## config.mk

```make
export PLATFORM = sky130hd
export DESIGN_NAME = tree_feature_loader_flat
export DESIGN_NICKNAME = d
export VERILOG_FILES = /design/src/rtl/tree_feature_loader_if.sv /design/src/rtl/tree_feature_loader.sv /design/src/flat_wrapper.sv
export SDC_FILE = /design/constraint.sdc
export NUM_CORES = 1
export LEC_CHECK = 0
export ABC_AREA = 1
export CAP_MARGIN = 5
export CELL_PAD_IN_SITES_DETAIL_PLACEMENT = 1
export CELL_PAD_IN_SITES_GLOBAL_PLACEMENT = 1
export CORE_MARGIN = 3
export CORE_UTILIZATION = 25
export DETAILED_ROUTE_END_ITERATION = 6
export GPL_TIMING_DRIVEN = 0
export PLACE_DENSITY_LB_ADDON = 0.1
export SYNTH_ARGS = -nofsm -noshare
export SYNTH_HDL_FRONTEND = slang
export SYNTH_SLANG_ARGS = --single-unit
```

## constraint.sdc

```tcl
create_clock -name clk -period 2.17 [get_ports clk]
set_input_delay 0.434 -clock clk [delete_from_list [all_inputs] [get_ports clk]]
set_output_delay 0.434 -clock clk [all_outputs]
set_load 0.01 [all_outputs]
```

## src/rtl/tree_feature_loader_if.sv

```systemverilog
// Byte-stream input and captured-feature output bundle for tree_feature_loader.
// slave is the loader's view; master is the view of whoever drives bytes and consumes features.
interface tree_feature_loader_if;

    // Upstream byte stream
    logic       s_valid;
    logic       s_ready;
    logic [7:0] s_data;
    logic       s_last;

    // Captured features towards the decision tree
    logic [7:0] X13;
    logic [7:0] X27;
    logic [7:0] X235;
    logic [7:0] X264;
    logic [7:0] X278;
    logic       feat_valid;
    logic       feat_ready;

    // Status
    logic       frame_err;
    logic [15:0] frame_cnt;

    modport slave (
        input  s_valid,
        input  s_data,
        input  s_last,
        input  feat_ready,
        output s_ready,
        output X13,
        output X27,
        output X235,
        output X264,
        output X278,
        output feat_valid,
        output frame_err,
        output frame_cnt
    );

    modport master (
        output s_valid,
        output s_data,
        output s_last,
        output feat_ready,
        input  s_ready,
        input  X13,
        input  X27,
        input  X235,
        input  X264,
        input  X278,
        input  feat_valid,
        input  frame_err,
        input  frame_cnt
    );

endinterface

```

## src/rtl/tree_feature_loader.sv

```systemverilog
// Frame-to-feature capture stage in front of the arrhythmia decision tree.
// Receives one byte per feature, keeps only the five features the tree reads, and holds
// them on X* with a valid/ready handshake. Malformed frames are dropped with a one-cycle
// frame_err pulse; the X* registers only ever change on a good-frame commit.
module tree_feature_loader #(
    parameter int unsigned N_FEAT = 279,
    parameter int unsigned IDX_A  = 13,
    parameter int unsigned IDX_B  = 27,
    parameter int unsigned IDX_C  = 235,
    parameter int unsigned IDX_D  = 264,
    parameter int unsigned IDX_E  = 278
) (
    input  logic                  clk,
    input  logic                  rst_n,
    tree_feature_loader_if.slave  bus
);

    localparam int unsigned NCap = 5;
    localparam int unsigned CntW = (N_FEAT > 2) ? $clog2(N_FEAT) : 1;
    localparam int unsigned IdxTab [NCap] = '{IDX_A, IDX_B, IDX_C, IDX_D, IDX_E};

    // Reject index maps that could never be captured.
    if (IDX_A >= N_FEAT || IDX_B >= N_FEAT || IDX_C >= N_FEAT ||
        IDX_D >= N_FEAT || IDX_E >= N_FEAT) begin : g_idx_range_err
        $error("tree_feature_loader: every IDX_* must be below N_FEAT");
    end
    if (N_FEAT < 2) begin : g_nfeat_err
        $error("tree_feature_loader: N_FEAT must be at least 2");
    end

    typedef enum logic [1:0] {
        StCollect = 2'd0,
        StHold    = 2'd1,
        StDiscard = 2'd2
    } state_e;

    state_e                r_state;
    state_e                w_state_nxt;
    logic [CntW-1:0]       r_cnt;
    logic [CntW-1:0]       w_cnt_nxt;
    logic [NCap-1:0][7:0]  r_stg;
    logic [NCap-1:0][7:0]  r_x;
    logic [NCap-1:0][7:0]  w_x_nxt;
    logic [NCap-1:0]       w_hit;
    logic                  r_frame_err;
    logic                  w_frame_err_nxt;
    logic [15:0]           r_frame_cnt;
    logic                  w_commit;
    logic                  w_accept;
    logic                  w_at_end;
    logic                  w_s_ready;
    logic                  w_feat_valid;

    assign w_accept = bus.s_valid && w_s_ready;
    assign w_at_end = (32'(r_cnt) == (N_FEAT - 1));

    // State register: frame-tracking FSM and byte index.
    always_ff @(posedge clk or negedge rst_n) begin
        if (!rst_n) begin
            r_state <= StCollect;
            r_cnt   <= '0;
        end else begin
            r_state <= w_state_nxt;
            r_cnt   <= w_cnt_nxt;
        end
    end

    // Next-state logic: classify each accepted byte as mid-frame, good end, short or long.
    always_comb begin
        w_state_nxt     = r_state;
        w_cnt_nxt       = r_cnt;
        w_commit        = 1'b0;
        w_frame_err_nxt = 1'b0;
        unique case (r_state)
            StCollect: begin
                if (w_accept) begin
                    if (bus.s_last && w_at_end) begin
                        w_commit    = 1'b1;
                        w_cnt_nxt   = '0;
                        w_state_nxt = StHold;
                    end else if (bus.s_last) begin
                        // Short frame: drop it, stay ready for the next one.
                        w_frame_err_nxt = 1'b1;
                        w_cnt_nxt       = '0;
                    end else if (w_at_end) begin
                        // Long frame: flag once, then swallow bytes up to s_last.
                        w_frame_err_nxt = 1'b1;
                        w_cnt_nxt       = '0;
                        w_state_nxt     = StDiscard;
                    end else begin
                        w_cnt_nxt = r_cnt + CntW'(1);
                    end
                end
            end
            StDiscard: begin
                if (w_accept && bus.s_last) begin
                    w_state_nxt = StCollect;
                end
            end
            StHold: begin
                if (bus.feat_ready) begin
                    w_state_nxt = StCollect;
                end
            end
            default: begin
                w_state_nxt = StCollect;
                w_cnt_nxt   = '0;
            end
        endcase
    end

    // Output decode: both handshake outputs come straight from the state register.
    always_comb begin
        w_s_ready    = (r_state != StHold);
        w_feat_valid = (r_state == StHold);
    end

    // Index match per captured feature; the commit value bypasses staging for the final byte.
    always_comb begin
        for (int k = 0; k < NCap; k++) begin
            w_hit[k]   = (r_state == StCollect) && w_accept && (32'(r_cnt) == IdxTab[k]);
            w_x_nxt[k] = w_hit[k] ? bus.s_data : r_stg[k];
        end
    end

    // Staging registers: collect indexed bytes while a frame is in flight.
    always_ff @(posedge clk or negedge rst_n) begin
        if (!rst_n) begin
            r_stg <= '0;
        end else begin
            for (int k = 0; k < NCap; k++) begin
                if (w_hit[k]) begin
                    r_stg[k] <= bus.s_data;
                end
            end
        end
    end

    // Output feature registers and good-frame counter: updated only on commit.
    always_ff @(posedge clk or negedge rst_n) begin
        if (!rst_n) begin
            r_x         <= '0;
            r_frame_cnt <= '0;
        end else if (w_commit) begin
            r_x         <= w_x_nxt;
            r_frame_cnt <= r_frame_cnt + 16'd1;
        end
    end

    // Malformed-frame pulse, high for exactly the cycle after the offending byte.
    always_ff @(posedge clk or negedge rst_n) begin
        if (!rst_n) begin
            r_frame_err <= 1'b0;
        end else begin
            r_frame_err <= w_frame_err_nxt;
        end
    end

    assign bus.s_ready    = w_s_ready;
    assign bus.feat_valid = w_feat_valid;
    assign bus.frame_err  = r_frame_err;
    assign bus.frame_cnt  = r_frame_cnt;
    assign bus.X13        = r_x[0];
    assign bus.X27        = r_x[1];
    assign bus.X235       = r_x[2];
    assign bus.X264       = r_x[3];
    assign bus.X278       = r_x[4];

endmodule

```

## src/flat_wrapper.sv

```systemverilog
// flat-port wrapper written by rule: the top's interface ports become plain ports
module tree_feature_loader_flat 
#(
    parameter int unsigned N_FEAT = 279,
    parameter int unsigned IDX_A  = 13,
    parameter int unsigned IDX_B  = 27,
    parameter int unsigned IDX_C  = 235,
    parameter int unsigned IDX_D  = 264,
    parameter int unsigned IDX_E  = 278
)
  (clk, rst_n, bus_s_valid, bus_s_data, bus_s_last, bus_feat_ready, bus_s_ready, bus_X13, bus_X27, bus_X235, bus_X264, bus_X278, bus_feat_valid, bus_frame_err, bus_frame_cnt);
  tree_feature_loader_if bus_i ();
  input  logic clk;
  input  logic rst_n;
  input wire logic [$bits(bus_i.s_valid)-1:0] bus_s_valid;
  input wire logic [$bits(bus_i.s_data)-1:0] bus_s_data;
  input wire logic [$bits(bus_i.s_last)-1:0] bus_s_last;
  input wire logic [$bits(bus_i.feat_ready)-1:0] bus_feat_ready;
  output wire logic [$bits(bus_i.s_ready)-1:0] bus_s_ready;
  output wire logic [$bits(bus_i.X13)-1:0] bus_X13;
  output wire logic [$bits(bus_i.X27)-1:0] bus_X27;
  output wire logic [$bits(bus_i.X235)-1:0] bus_X235;
  output wire logic [$bits(bus_i.X264)-1:0] bus_X264;
  output wire logic [$bits(bus_i.X278)-1:0] bus_X278;
  output wire logic [$bits(bus_i.feat_valid)-1:0] bus_feat_valid;
  output wire logic [$bits(bus_i.frame_err)-1:0] bus_frame_err;
  output wire logic [$bits(bus_i.frame_cnt)-1:0] bus_frame_cnt;
  assign bus_i.s_valid = bus_s_valid;
  assign bus_i.s_data = bus_s_data;
  assign bus_i.s_last = bus_s_last;
  assign bus_i.feat_ready = bus_feat_ready;
  assign bus_s_ready = bus_i.s_ready;
  assign bus_X13 = bus_i.X13;
  assign bus_X27 = bus_i.X27;
  assign bus_X235 = bus_i.X235;
  assign bus_X264 = bus_i.X264;
  assign bus_X278 = bus_i.X278;
  assign bus_feat_valid = bus_i.feat_valid;
  assign bus_frame_err = bus_i.frame_err;
  assign bus_frame_cnt = bus_i.frame_cnt;
  tree_feature_loader #(.N_FEAT(N_FEAT), .IDX_A(IDX_A), .IDX_B(IDX_B), .IDX_C(IDX_C), .IDX_D(IDX_D), .IDX_E(IDX_E)) u_core (.clk(clk), .rst_n(rst_n), .bus(bus_i));
endmodule
```

==> results of run 1 <==
worst max-delay path by stage:
stage / start / end / slack, ns
finish: u_core.r_state[1] / bus_s_ready / 0.09
global route: u_core.r_cnt[3] / u_core.bus.frame_cnt[11] / -0.02
CTS: u_core.r_cnt[0] / u_core.bus.frame_cnt[11] / 0.02
detailed placement: u_core.r_cnt[0] / u_core.bus.X278[3] / -0.60
global placement: rst_n / u_core.bus.X27[5] / -3.96
floorplan: u_core.r_cnt[0] / u_core.bus.frame_cnt[12] / 0.20
report_power, final:
group / internal [mW] / total, mW / switching (mW)
clock network: 1.01 / 1.80 / 0.788
registers: 2.03 / 2.04 / 0.0120
logic: 0.0620 / 0.187 / 0.125
worst max-delay path, stage by stage, from the launching register on:
cell and delay (ns):
dfrtp_1 0.37, inv_1 0.07, ha_1 0.20, inv_2 0.10, clkdlybuf4s50_1 0.55
cells in the mapped netlist:
cell / n
nand2_1: 215
dfrtp_1: 108
nand3_1: 79
inv_1: 74
and2_1: 32
nor2_1: 29
ha_1: 9
o21ai_0: 8
xor2_1: 8
nor3_1: 6
clkbuf_1: 5
nand4_1: 5
xnor2_1: 5
nand2_2: 4
nor2_4: 3
buf_1: 2
buf_2: 2
inv_2: 2
nand3b_1: 2
nor2_2: 2
a21oi_1: 1
buf_4: 1
buf_6: 1
nand3_4: 1
nor2_8: 1
nor3_4: 1
or2_2: 1
sequential cells by signal, summed over array words and instances, names as in the netlist, 2 cells and up:
name / flops
u_core.bus.X27: 8
u_core.bus.X278: 8
u_core.r_cnt: 9
u_core.bus.frame_cnt: 16
u_core.bus.X235: 8
u_core.r_state: 2
u_core.bus.X264: 8
u_core.bus.X13: 8
u_core.r_stg: 40
repair_timing:
action	CTS	global route
pin swaps	2	1
buffers inserted	4	4
endpoints found under the setup margin	63	52
resized for setup	28	10
per-layer routing:
metal,track usage (%),vias up,part of all wire (%)
li1,-,2045,-
met1,19.8,2063,50
met2,22.3,58,46
met3,2.36,11,2.8
met4,3.97,0,1.1
met5,0,-,0
final cells by class:
class | instances | area share [%]
Clock inverter | 6 | 1.34
Tap cell | 265 | 5.02
Inverter | 76 | 4.32
Clock buffer | 10 | 3.47
Buffer | 11 | 1.70
Timing Repair Buffer | 80 | 12.3
Multi-Input combinational cell | 412 | 31.0
Sequential cell | 108 | 40.9
cell usage in the layout, fill, tap and decap left out, types with 3 or more instances in the layout:
cell,n
ha_1,7
nand2_2,6
o21ai_0,8
nand2_1,212
xnor2_1,5
clkbuf_16,9
nor2_4,5
clkbuf_4,3
buf_4,7
dfrtp_1,108
buf_6,6
and2_1,32
nor2_2,3
clkdlybuf4s50_1,70
nand3_1,79
nand4_1,5
inv_2,5
nor3_1,6
nor2_1,26
xor2_1,8
inv_1,71
through the flow:
step | power [mW] | TNS [ns]
after floorplan | 2.14 | 0
after global placement | 2.24 | -448.81
after detailed placement | 2.25 | -26.05
after CTS | 4.08 | 0
after global routing | 4.20 | -0.0315
final | 4.03 | 0
logic make-up after synthesis:
family | share of synthesized area [%]
buf+inv | 6.76
compound gates | 0.895
simple gates | 34.2
xor+xnor | 2.26
fa+ha+maj | 2.24
flops | 53.7
==> reports/qor.csv, run 1 <==
stage,metric,value,unit
detailed_routing,# DRC,0,
final_layout,Fillers,2331,
worst_setup_path,worst reg2reg endpoint,u_core.bus.frame_cnt[11],
place,HPWL Detailed,10.5,mm
cts,# H-tree levels,3,
logic_synthesis,Seq cells post-synth,108,
logic_synthesis,Synthesis Warnings,0,
final_layout,Multi-input gate area,2050,um^2
cts,cts bufs inserted,9,
logic_synthesis,"Seq/Total Area, Yosys",53.7,%
final_layout,fin util,33.7,%
sta,clk_skew,0.00751,ns
sta,Final Hold Fails,0,
sta,Slew Limit Fails,0,
worst_hold_path,Hold Path Class,input port to asynchronous set/reset pin,
final_layout,Area Overhead vs Synth,31.3,%
die,number of cell rows,51,
detailed_routing,Via density,4.32,
final_layout,final net count,720,
worst_setup_path,Startpoint Class,flip-flop,
cts,Clock Sinks,108,
worst_setup_path,CP Class,flip-flop to output pin,
global_routing,initial antenna violation count,0,
global_routing,vias in the first global route,4555,
die,die area,21900,um^2
worst_setup_path,R2R cell count,14,
place,Post-DP Area,6100,um^2
logic_synthesis,Post-Syn Nets,629,
logic_synthesis,Synth top area share,53.7,%
worst_setup_path,RR Startpoint,u_core.r_cnt[0],
final_layout,diode count,0,
worst_setup_path,critical path capture point type,output pin,
run,Max Cap Viol,0,
die,initial core utilization,25.7,%
logic_synthesis,gate count of the mapped netlist,607,
global_routing,first-pass GRT wire length,24.3,mm
sta,Fmax,0.481,GHz
detailed_routing,post-DR wirelength/cell,15.2,um
sta,fin worst setup slack,0.0900,ns
sta,max_slew headroom,51.3,%
final_layout,layout cells sized above 1,8.82,%
die,Die H,148,um
detailed_routing,via count,4177,
pwr,Leak,3.19,nW
detailed_routing,Post-DRT Antenna Nets,0,
cts,CTS Buffer Depth,2,
worst_setup_path,CP arrival,1.65,ns
sta,worst-margin pin slew,0.725,ns
cts,CTS hold repair buffers,0,
die,Die W,148,um
cts,clock latency on the worst-skew pair,0.35,ns
worst_setup_path,CP max FO,5,
logic_synthesis,Synth area leader,dfrtp_1,
logic_synthesis,synthesized area,5030,um^2
cts,root buffer cell,clkbuf_16,
final_layout,Final Non-Filler Cells,968,
sta,setup violators final,0,
place,pre-CTS setup slack,-0.598,ns
sta,period utilization,95.9,%
sta,hold_ws,0.0225,ns
global_routing,gr ovfl total,0,
detailed_routing,Routed WL,14.7,mm
detailed_routing,Initial DRC Count,171,
cts,CTS tree,built,
logic_synthesis,dominant cells by area after synthesis,"dfrtp_1 (54%), nand2_1 (16%), nand3_1 (7.9%), inv_1 (5.5%), and2_1 (4.0%)",
die,IO Pins,72,
pwr,Power Density,610,nW/um^2
final_layout,register area,2700,um^2
global_routing,global-route usage over all layers,14.0,%
global_routing,largest net degree at the start of global routing,57,
place,dpl cells,944,
cts,clock-pin slew on the worst setup and hold paths,0.07,ns
place,number of port buffers,71,
run_status,status,"finished, final reports clean",
pwr,Max VDD drop,0.000337,V
place,routability congestion estimate,0.758,
sta,min cycle time layout,2.08,ns
worst_setup_path,register-to-register setup slack,0.14,ns
logic_synthesis,Syn Area/Cell,8.29,um^2
final_layout,Final Instance Area,6610,um^2
die,CORE AREA,19600,um^2
detailed_routing,drt first pass iters,4,
worst_setup_path,Worst EP required,1.74,ns
logic_synthesis,post-synthesis cell type count,27,
No activity file was read; power rests on OpenSTA's default activity.
==> inputs of run 2 (changes only) <==
CORE_UTILIZATION = 41   (was 25)
==> reports/qor.csv, run 2 (synthesis gave the netlist of run 1 again) <==
stage,metric,value,unit
sta,clk_skew,0.00699,ns
place,dpl cells,822,
pwr,Power Total,3.92,mW
sta,period utilization,92.3,%
global_routing,global-route usage over all layers,21.0,%
final_layout,most frequent cells in the layout,"nand2_1 (212), dfrtp_1 (108), nand3_1 (79)",
die,IO Pins,72,
global_routing,largest net degree at the start of global routing,57,
cts,clock latency on the worst-skew pair,0.36,ns
cts,root buffer cell,clkbuf_16,
detailed_routing,Initial DRC Count,226,
worst_setup_path,CP arrival,1.57,ns
sta,Final Hold Fails,0,
cts,# H-tree levels,3,
cts,cts bufs inserted,9,
place,HPWL Detailed,9.63,mm
die,Die H,117,um
cts,clock-pin slew on the worst setup and hold paths,0.07,ns
final_layout,register area,2700,um^2
detailed_routing,Via density,4.99,
global_routing,gr ovfl total,0,
detailed_routing,drt first pass iters,4,
final_layout,largest reg by FF count,u_core.r_stg,
detailed_routing,# DRC,0,
final_layout,Area Overhead vs Synth,27.1,%
sta,Slew Limit Fails,0,
sta,max_slew headroom,48.8,%
sta,Fmax,0.499,GHz
pwr,Leak,3.18,nW
die,number of cell rows,39,
global_routing,vias in the first global route,4486,
worst_setup_path,CP max FO,3,
final_layout,Final Non-Filler Cells,848,
final_layout,Fillers,1411,
sta,total negative setup slack,0,ns
final_layout,final net count,722,
sta,fin worst setup slack,0.167,ns
detailed_routing,via count,4234,
worst_setup_path,critical path capture point type,output pin,
cts,CTS tree,built,
worst_setup_path,Worst EP required,1.74,ns
sta,hold_ws,0.124,ns
die,initial core utilization,43.0,%
detailed_routing,post-DR wirelength/cell,15.8,um
pwr,Power Density,613,nW/um^2
sta,min cycle time layout,2.00,ns
sta,worst-margin pin slew,0.767,ns
run_status,status,"finished, final reports clean",
pwr,Max VDD drop,0.000493,V
global_routing,first-pass GRT wire length,22.2,mm
global_routing,initial antenna violation count,0,
place,pre-CTS setup slack,-0.417,ns
final_layout,layout cells sized above 1,8.79,%
die,die area,13600,um^2
final_layout,"most common cell after layout, fill and taps aside",nand2_1,
cts,CTS hold repair buffers,0,
place,routability congestion estimate,0.798,
place,number of port buffers,71,
final_layout,Multi-input gate area,2030,um^2
detailed_routing,Post-DRT Antenna Nets,0,
worst_hold_path,Hold Path Class,input port to asynchronous set/reset pin,
worst_setup_path,Startpoint Class,flip-flop,
die,CORE AREA,11700,um^2
final_layout,diode count,0,
cts,CTS Buffer Depth,2,
final_layout,max reg flops,40,
sta,setup violators final,0,
detailed_routing,Routed WL,13.4,mm
die,Die W,117,um
cts,Clock Sinks,108,
run,Max Cap Viol,0,
worst_setup_path,CP Class,flip-flop to output pin,
## run 2: where the power goes
group / internal (mW) / total, mW / switching [mW]
sequential: 2.03 / 2.04 / 0.0124
combinational: 0.0578 / 0.173 / 0.115
clock: 0.963 / 1.71 / 0.747
total: 3.05 / 3.92 / 0.875
## run 2: metal layers
metal	share of wire [%]	track usage (%)	up-vias
met1	45	27.3	2093
met5	0	0	-
li1	-	-	2055
met4	1.2	4.74	0
met2	51	35.7	73
met3	3.4	5.30	13
## run 2: worst paths after layout
check,startpoint,to,slack [ns],cells past startpoint
worst max-delay path,u_core.r_state[1],bus_feat_valid,0.17,3
worst min-delay path,rst_n,u_core.bus.frame_cnt[11],0.12,1
worst max register to register,u_core.r_cnt[0],u_core.bus.frame_cnt[11],0.18,14
worst min register to register,u_core.r_stg[0],u_core.r_stg[0],0.47,2
max in group asynchronous,rst_n,u_core.bus.X235[3],1.33,2
min in group clk,u_core.r_stg[0],u_core.r_stg[0],0.47,2
## run 2: repair_timing
action,4_1_cts,5_1_grt
pin swaps,2,3
gates resized for setup,17,10
setup endpoints to repair,60,57
endpoints found under the hold margin,0,0
buffers inserted,7,3
## run 2: cell type report
cell class	count	area share, %
repair buffers	82	12.7
plain buffers	11	1.23
flip-flops and latches	108	42.3
inverters	76	4.46
well taps	143	2.80
multi-input cells	412	31.8
clock inverters	3	0.685
clock buffers	13	4.07
## run 2: critical path, cell delays in order, from the launching register on
cell and delay, ns:
dfrtp_1 0.40, inv_1 0.08, ha_1 0.18, clkdlybuf4s50_1 0.55
## run 2: stage by stage
stage	instance area [um^2]	util, %
finish	6400	54.6
global route	6400	54.6
CTS	6330	54.1
detailed placement	5950	50.8
global placement	5920	50.6
floorplan	5030	-
